`config.mk`:
```
export PLATFORM = sky130hd
export DESIGN_NAME = mem_arbiter
export DESIGN_NICKNAME = d
export VERILOG_FILES = /design/src/rtl/mem_arbiter.sv
export SDC_FILE = /design/constraint.sdc
export NUM_CORES = 1
export LEC_CHECK = 0
export ABC_AREA = 1
export CAP_MARGIN = 0
export CORE_AREA = 2 2 284 286
export CTS_CLUSTER_SIZE = 12
export DETAILED_ROUTE_END_ITERATION = 12
export DIE_AREA = 0 0 286 288
export GPL_ROUTABILITY_DRIVEN = 1
export PLACE_DENSITY = 0.47
export SYNTH_ARGS = -nofsm -noshare
export SYNTH_HDL_FRONTEND = slang
export SYNTH_SLANG_ARGS = --single-unit
```
`constraint.sdc`:
```
create_clock -name clk -period 2.2 [get_ports clk]
set_input_delay 0.22 -clock clk [delete_from_list [all_inputs] [get_ports clk]]
set_output_delay 0.22 -clock clk [all_outputs]
set_load 0.01 [all_outputs]
```
`src/rtl/mem_arbiter.sv`:
```
// mem_arbiter: round-robin arbiter between NUM_MASTERS core-side memory
// requesters and the single ram port. One transaction is in flight at a
// time. Its address, data and mask are latched at grant so the ram side
// stays stable even if the master changes or drops its inputs.
//
// Ports:
//   clk, rst           clock (rising edge) and async active-low reset
//   m_ren_i/m_raddr_i  per-master read request and address (packed, k*ADDR_W)
//   m_wen_i/m_waddr_i/m_wdata_i/m_wmask_i  per-master write request and payload
//   m_rdata_o          shared read data, valid with an m_rvalid_o bit
//   m_rvalid_o         one-hot, one-cycle read completion pulse
//   m_wdone_o          one-hot, one-cycle write completion pulse
//   m_busy_o           one-hot, high while that master owns the grant
//   ram_ren_o/ram_raddr_o/ram_rready_i/ram_rdata_i          ram read channel
//   ram_wen_o/ram_waddr_o/ram_wdata_o/ram_wmask_o/
//   ram_wready_i/ram_bvalid_i                               ram write channel
module mem_arbiter #(
  parameter int NUM_MASTERS = 2,
  parameter int ADDR_W      = 32,
  parameter int DATA_W      = 64
) (
  input  logic                          clk,
  input  logic                          rst,
  input  logic [NUM_MASTERS-1:0]        m_ren_i,
  input  logic [NUM_MASTERS*ADDR_W-1:0] m_raddr_i,
  input  logic [NUM_MASTERS-1:0]        m_wen_i,
  input  logic [NUM_MASTERS*ADDR_W-1:0] m_waddr_i,
  input  logic [NUM_MASTERS*DATA_W-1:0] m_wdata_i,
  input  logic [NUM_MASTERS*DATA_W-1:0] m_wmask_i,
  output logic [DATA_W-1:0]             m_rdata_o,
  output logic [NUM_MASTERS-1:0]        m_rvalid_o,
  output logic [NUM_MASTERS-1:0]        m_wdone_o,
  output logic [NUM_MASTERS-1:0]        m_busy_o,
  output logic                          ram_ren_o,
  output logic [ADDR_W-1:0]             ram_raddr_o,
  input  logic                          ram_rready_i,
  input  logic [DATA_W-1:0]             ram_rdata_i,
  output logic                          ram_wen_o,
  output logic [ADDR_W-1:0]             ram_waddr_o,
  output logic [DATA_W-1:0]             ram_wdata_o,
  output logic [DATA_W-1:0]             ram_wmask_o,
  input  logic                          ram_wready_i,
  input  logic                          ram_bvalid_i
);

  localparam int PTR_W = (NUM_MASTERS > 1) ? $clog2(NUM_MASTERS) : 1;

  typedef enum logic [2:0] {S_IDLE, S_RD, S_WR, S_WRESP, S_DONE} state_e;

  state_e                   state_q,  state_d;
  logic [PTR_W-1:0]         rr_ptr_q, rr_ptr_d;
  logic [PTR_W-1:0]         grant_q,  grant_d;
  logic [DATA_W-1:0]        rdata_q,  rdata_d;
  logic [ADDR_W-1:0]        raddr_q,  raddr_d;
  logic [ADDR_W-1:0]        waddr_q,  waddr_d;
  logic [DATA_W-1:0]        wdata_q,  wdata_d;
  logic [DATA_W-1:0]        wmask_q,  wmask_d;
  logic                     ren_q,    ren_d;
  logic                     wen_q,    wen_d;
  logic [NUM_MASTERS-1:0]   rvalid_q, rvalid_d;
  logic [NUM_MASTERS-1:0]   wdone_q,  wdone_d;
  logic [NUM_MASTERS-1:0]   busy_q,   busy_d;

  logic [NUM_MASTERS-1:0]   req;
  logic                     found;
  logic [PTR_W-1:0]         pick;
  logic [PTR_W:0]           cand_w;
  logic [PTR_W-1:0]         cand;

  logic [ADDR_W-1:0] raddr_arr [NUM_MASTERS];
  logic [ADDR_W-1:0] waddr_arr [NUM_MASTERS];
  logic [DATA_W-1:0] wdata_arr [NUM_MASTERS];
  logic [DATA_W-1:0] wmask_arr [NUM_MASTERS];

  for (genvar k = 0; k < NUM_MASTERS; k++) begin : g_unpack
    assign raddr_arr[k] = m_raddr_i[k*ADDR_W +: ADDR_W];
    assign waddr_arr[k] = m_waddr_i[k*ADDR_W +: ADDR_W];
    assign wdata_arr[k] = m_wdata_i[k*DATA_W +: DATA_W];
    assign wmask_arr[k] = m_wmask_i[k*DATA_W +: DATA_W];
  end

  assign req = m_ren_i | m_wen_i;

  // Round-robin search: first requester at or after rr_ptr, wrapping.
  // NOTE: every variable driven in an always_comb gets a default first, so no
  // path leaves it unassigned and no latch is inferred.
  always_comb begin
    found  = 1'b0;
    pick   = '0;
    cand_w = '0;
    cand   = '0;
    for (int i = 0; i < NUM_MASTERS; i++) begin
      cand_w = {1'b0, rr_ptr_q} + (PTR_W+1)'(i);
      if (cand_w >= (PTR_W+1)'(NUM_MASTERS)) begin
        cand_w = cand_w - (PTR_W+1)'(NUM_MASTERS);
      end
      cand = cand_w[PTR_W-1:0];
      if (!found && req[cand]) begin
        found = 1'b1;
        pick  = cand;
      end
    end
  end

  always_comb begin
    state_d  = state_q;
    rr_ptr_d = rr_ptr_q;
    grant_d  = grant_q;
    rdata_d  = rdata_q;
    raddr_d  = raddr_q;
    waddr_d  = waddr_q;
    wdata_d  = wdata_q;
    wmask_d  = wmask_q;
    ren_d    = ren_q;
    wen_d    = wen_q;
    rvalid_d = '0;      // completion pulses live for the DONE cycle only
    wdone_d  = '0;
    busy_d   = busy_q;
    unique case (state_q)
      S_IDLE: begin
        if (found) begin
          grant_d      = pick;
          busy_d       = '0;
          busy_d[pick] = 1'b1;
          // A write beats a read from the same master; the read stays
          // pending and is picked up at that master's next turn.
          if (m_wen_i[pick]) begin
            waddr_d = waddr_arr[pick];
            wdata_d = wdata_arr[pick];
            wmask_d = wmask_arr[pick];
            wen_d   = 1'b1;
            state_d = S_WR;
          end else begin
            raddr_d = raddr_arr[pick];
            ren_d   = 1'b1;
            state_d = S_RD;
          end
        end
      end
      S_RD: begin
        if (ram_rready_i) begin
          rdata_d           = ram_rdata_i;
          ren_d             = 1'b0;
          rvalid_d[grant_q] = 1'b1;
          state_d           = S_DONE;
        end
      end
      S_WR: begin
        if (ram_wready_i) begin
          wen_d = 1'b0;
          if (ram_bvalid_i) begin
            wdone_d[grant_q] = 1'b1;
            state_d          = S_DONE;
          end else begin
            state_d = S_WRESP;
          end
        end
      end
      S_WRESP: begin
        if (ram_bvalid_i) begin
          wdone_d[grant_q] = 1'b1;
          state_d          = S_DONE;
        end
      end
      S_DONE: begin
        busy_d   = '0;
        rr_ptr_d = (grant_q == PTR_W'(NUM_MASTERS-1)) ? '0 : grant_q + 1'b1;
        state_d  = S_IDLE;
      end
      default: state_d = S_IDLE;
    endcase
  end

  // NOTE: sequential state uses non-blocking assignments so every register
  // samples the pre-edge values, independent of statement order.
  always_ff @(posedge clk or negedge rst) begin
    if (!rst) begin
      state_q  <= S_IDLE;
      rr_ptr_q <= '0;
      grant_q  <= '0;
      rdata_q  <= '0;
      raddr_q  <= '0;
      waddr_q  <= '0;
      wdata_q  <= '0;
      wmask_q  <= '0;
      ren_q    <= 1'b0;
      wen_q    <= 1'b0;
      rvalid_q <= '0;
      wdone_q  <= '0;
      busy_q   <= '0;
    end else begin
      state_q  <= state_d;
      rr_ptr_q <= rr_ptr_d;
      grant_q  <= grant_d;
      rdata_q  <= rdata_d;
      raddr_q  <= raddr_d;
      waddr_q  <= waddr_d;
      wdata_q  <= wdata_d;
      wmask_q  <= wmask_d;
      ren_q    <= ren_d;
      wen_q    <= wen_d;
      rvalid_q <= rvalid_d;
      wdone_q  <= wdone_d;
      busy_q   <= busy_d;
    end
  end

  assign m_rdata_o   = rdata_q;
  assign m_rvalid_o  = rvalid_q;
  assign m_wdone_o   = wdone_q;
  assign m_busy_o    = busy_q;
  assign ram_ren_o   = ren_q;
  assign ram_raddr_o = raddr_q;
  assign ram_wen_o   = wen_q;
  assign ram_waddr_o = waddr_q;
  assign ram_wdata_o = wdata_q;
  assign ram_wmask_o = wmask_q;

endmodule

```
==> results.ini <==
[outcome]
status = complete, no violations

[cells_and_area]
drive_above_1_share_pct = 7.471
mostFrequentLayoutCells = clkdlybuf4s50_1 (719), nand2_1 (594), dfrtp_1 (269)
multi_input_area_sq_um = 4613
fill_cells = 8573
final_common_cell = clkdlybuf4s50_1
nets = 2763
seqCellArea_sq_um = 6731
instances_no_fill = 3390
area_delta_synth_final_pct = 74.31

[synthesis]
synth_area_per_cell_sq_um = 8.084
netlist_area_sq_um = 12870
ys_ff_latch = 269
syn-num-nets = 2049
seq_area_frac_synth_pct = 52.30
yosysUniqueCellTypes = 25
synth-edff-count = 0
synth_flop_cell = dfrtp_1
synthCells = 1592
synth-async-reset-ratio_pct = 100.0
synth_warnings = 0

[power_and_ir_drop]
p_comb_share_pct = 49.2
peakVddDrop_mv = 0.4154
p_int_mw = 17.89
p_clk_share_pct = 19.9
power.total_mw = 28.42
power_switching_mw = 10.53
sw_frac_of_total_pct = 37.07
seq_power_share_pct = 30.9
p_leak_nw = 10.36
p_per_area_nw_per_um2 = 1267

[worst_setup_path]
path_buf_inv = 1
critPathKind = register to output port
worstPathArrival_ns = 1.67
cp_cell_sequence = clkdlybuf4s50_1
path_max_fanout = 2
end_kind = output port
slowest_delay_ns = 0.79
crit_family = buffers and inverters
cp-start-kind = register
cp.required_ns = 1.98
cp_slowest_cell = clkdlybuf4s50_1

[clock_tree]
cts_buffers = 35
htreeDepth = 2
clk_path_buf_depth = 3
clkLatencyLatePin_ns = 0.53
cts.clk_slew.worst_paths_ns = 0.06
cts_hold_buf = 1
cts_root_buffer = clkbuf_16
cts_tree = done
cts_resized = 0
post_cts_buffers = 0
clkSinkCount = 269

[floorplan]
fp.dieW_um = 286
rows = 104
dieArea_sq_um = 82370
coreArea_sq_um = 79640
die_y_um = 288
ios = 721
initial_core_util_pct = 16.16

[route]
dr.pass1.iters = 5
drt_drc_violations_left = 0
via_count = 12600
wire_per_inst_um = 14.97
drt_iter0_drc = 502
ant_nets = 0
drt-total-wl_um = 50750
vias_per_cell = 3.718

[timing]
drv_slew = 0
relSlewSlack_pct = 67.97
finalSetupViolCount = 0
finalCritPeriodShare_pct = 85.73
worst_pin_slew_ns = 0.4789
timing.final.hold_violations = 0
finalSetupTns_ns = 0
fin_worst_skew_ns = 0.01113
clock.fmax_mhz = 530.2
rsz0062_at_grt = no
fin_crit_ns = 1.886

[placement]
io_buffers = 720
dp_hpwl_um = 40320
finalWeightedCongestion = 0.8559
dp_cells = 3328

[grt]
grt_pass1_vias = 13050
grt_max_degree = 75
overflow = 0
grt_pass1_wl_um = 76620
grt_usage_pct = 11.90
antenna_found_initial = 1

[run]
cap_violations = 0

[worst_hold_path]
hold_path.class = input pin to register

## synthesized netlist by cell type (2+ instances only)
| cell | n | area (sq um) |
|---|---|---|
| buf_6 | 44 | 495.5 |
| nand3_1 | 7 | 35.03 |
| o21ai_1 | 99 | 495.5 |
| buf_2 | 26 | 130.1 |
| o21ai_2 | 60 | 525.5 |
| clkbuf_1 | 21 | 78.83 |
| nand2_1 | 594 | 2230 |
| dfrtp_1 | 269 | 6731 |
| inv_2 | 2 | 7.510 |
| inv_1 | 209 | 784.5 |
| o21ai_0 | 230 | 1151 |
| a21oi_1 | 3 | 15.01 |
| nor2_1 | 8 | 30.03 |
| nor3_1 | 3 | 15.01 |
| buf_4 | 6 | 45.04 |
| nor2_2 | 2 | 12.51 |
## power by group through the flow
stage | registers [mW] | logic [mW] | clock network (mW)
2_1_floorplan | 9.73 | 5.67 | 0
3_3_place_gp | 8.82 | 14.1 | 0
3_5_place_dp | 8.87 | 14.2 | 0
4_1_cts | 8.84 | 14.3 | 5.93
5_1_grt | 9.12 | 15.5 | 6.11
6_report | 8.79 | 14.0 | 5.65
## area by class of cell
cell class,instances,share of cell area (%)
tap,1060,5.912
clock inverter,4,0.3123
inverter,211,3.531
multi-input combinational,1014,20.56
sequential,269,30.01
clock buffer,56,4.713
antenna,1,0.01116
timing repair buffer,775,34.95
## through the flow
stage / worst slack [ns] / util, % / area (sq um) / hold slack (ns)
after global routing: 0.2176 / 28.17 / 22430 / 0.1926
after CTS: 0.2253 / 28.17 / 22430 / 0.1753
after floorplan: 0.8310 / - / 12870 / -0.07559
final: 0.3138 / 28.17 / 22430 / 0.2336
after detailed placement: 0.1236 / 26.74 / 21290 / 0.1805
after global placement: 0.1254 / 26.74 / 21290 / 0.1774
## state kept, by name (all words and copies together) (netlist names)
signal / count
ram_waddr_o: 32
m_rvalid_o: 2
m_rdata_o: 64
m_busy_o: 2
state_q: 3
grant_q: 1
rr_ptr_q: 1
ram_wdata_o: 64
ram_wmask_o: 64
ram_raddr_o: 32
ram_ren_o: 1
ram_wen_o: 1
m_wdone_o: 2
## logic make-up after synthesis
group	count (synthesis)	share of synthesized area, %
buffers and inverters	309	12.02
AOI/OAI and AO/OA	395	17.24
and+or+nand+nor	619	18.44
DFF	269	52.30
## routing by layer
metal,GRT usage [%],routed length [um]
met1,13.41,19860
met2,21.05,24900
met3,3.835,4389
met4,4.110,1598
met5,0,0
## path summary, 6_finish.rpt
kind	slack, ns	from	cells after the start	endpoint
max	0.31	ram_waddr_o[6]	1	ram_waddr_o[6]
min in group asynchronous	0.24	rst	2	ram_waddr_o[10]
min	0.23	ram_rdata_i[50]	3	m_rdata_o[50]
max reg2reg	0.50	state_q[1]	8	ram_wmask_o[11]
max in group asynchronous	1.18	rst	3	ram_raddr_o[16]
min reg2reg	0.47	m_rdata_o[10]	2	m_rdata_o[10]
Note: power is estimated with default switching activity, not from simulation.
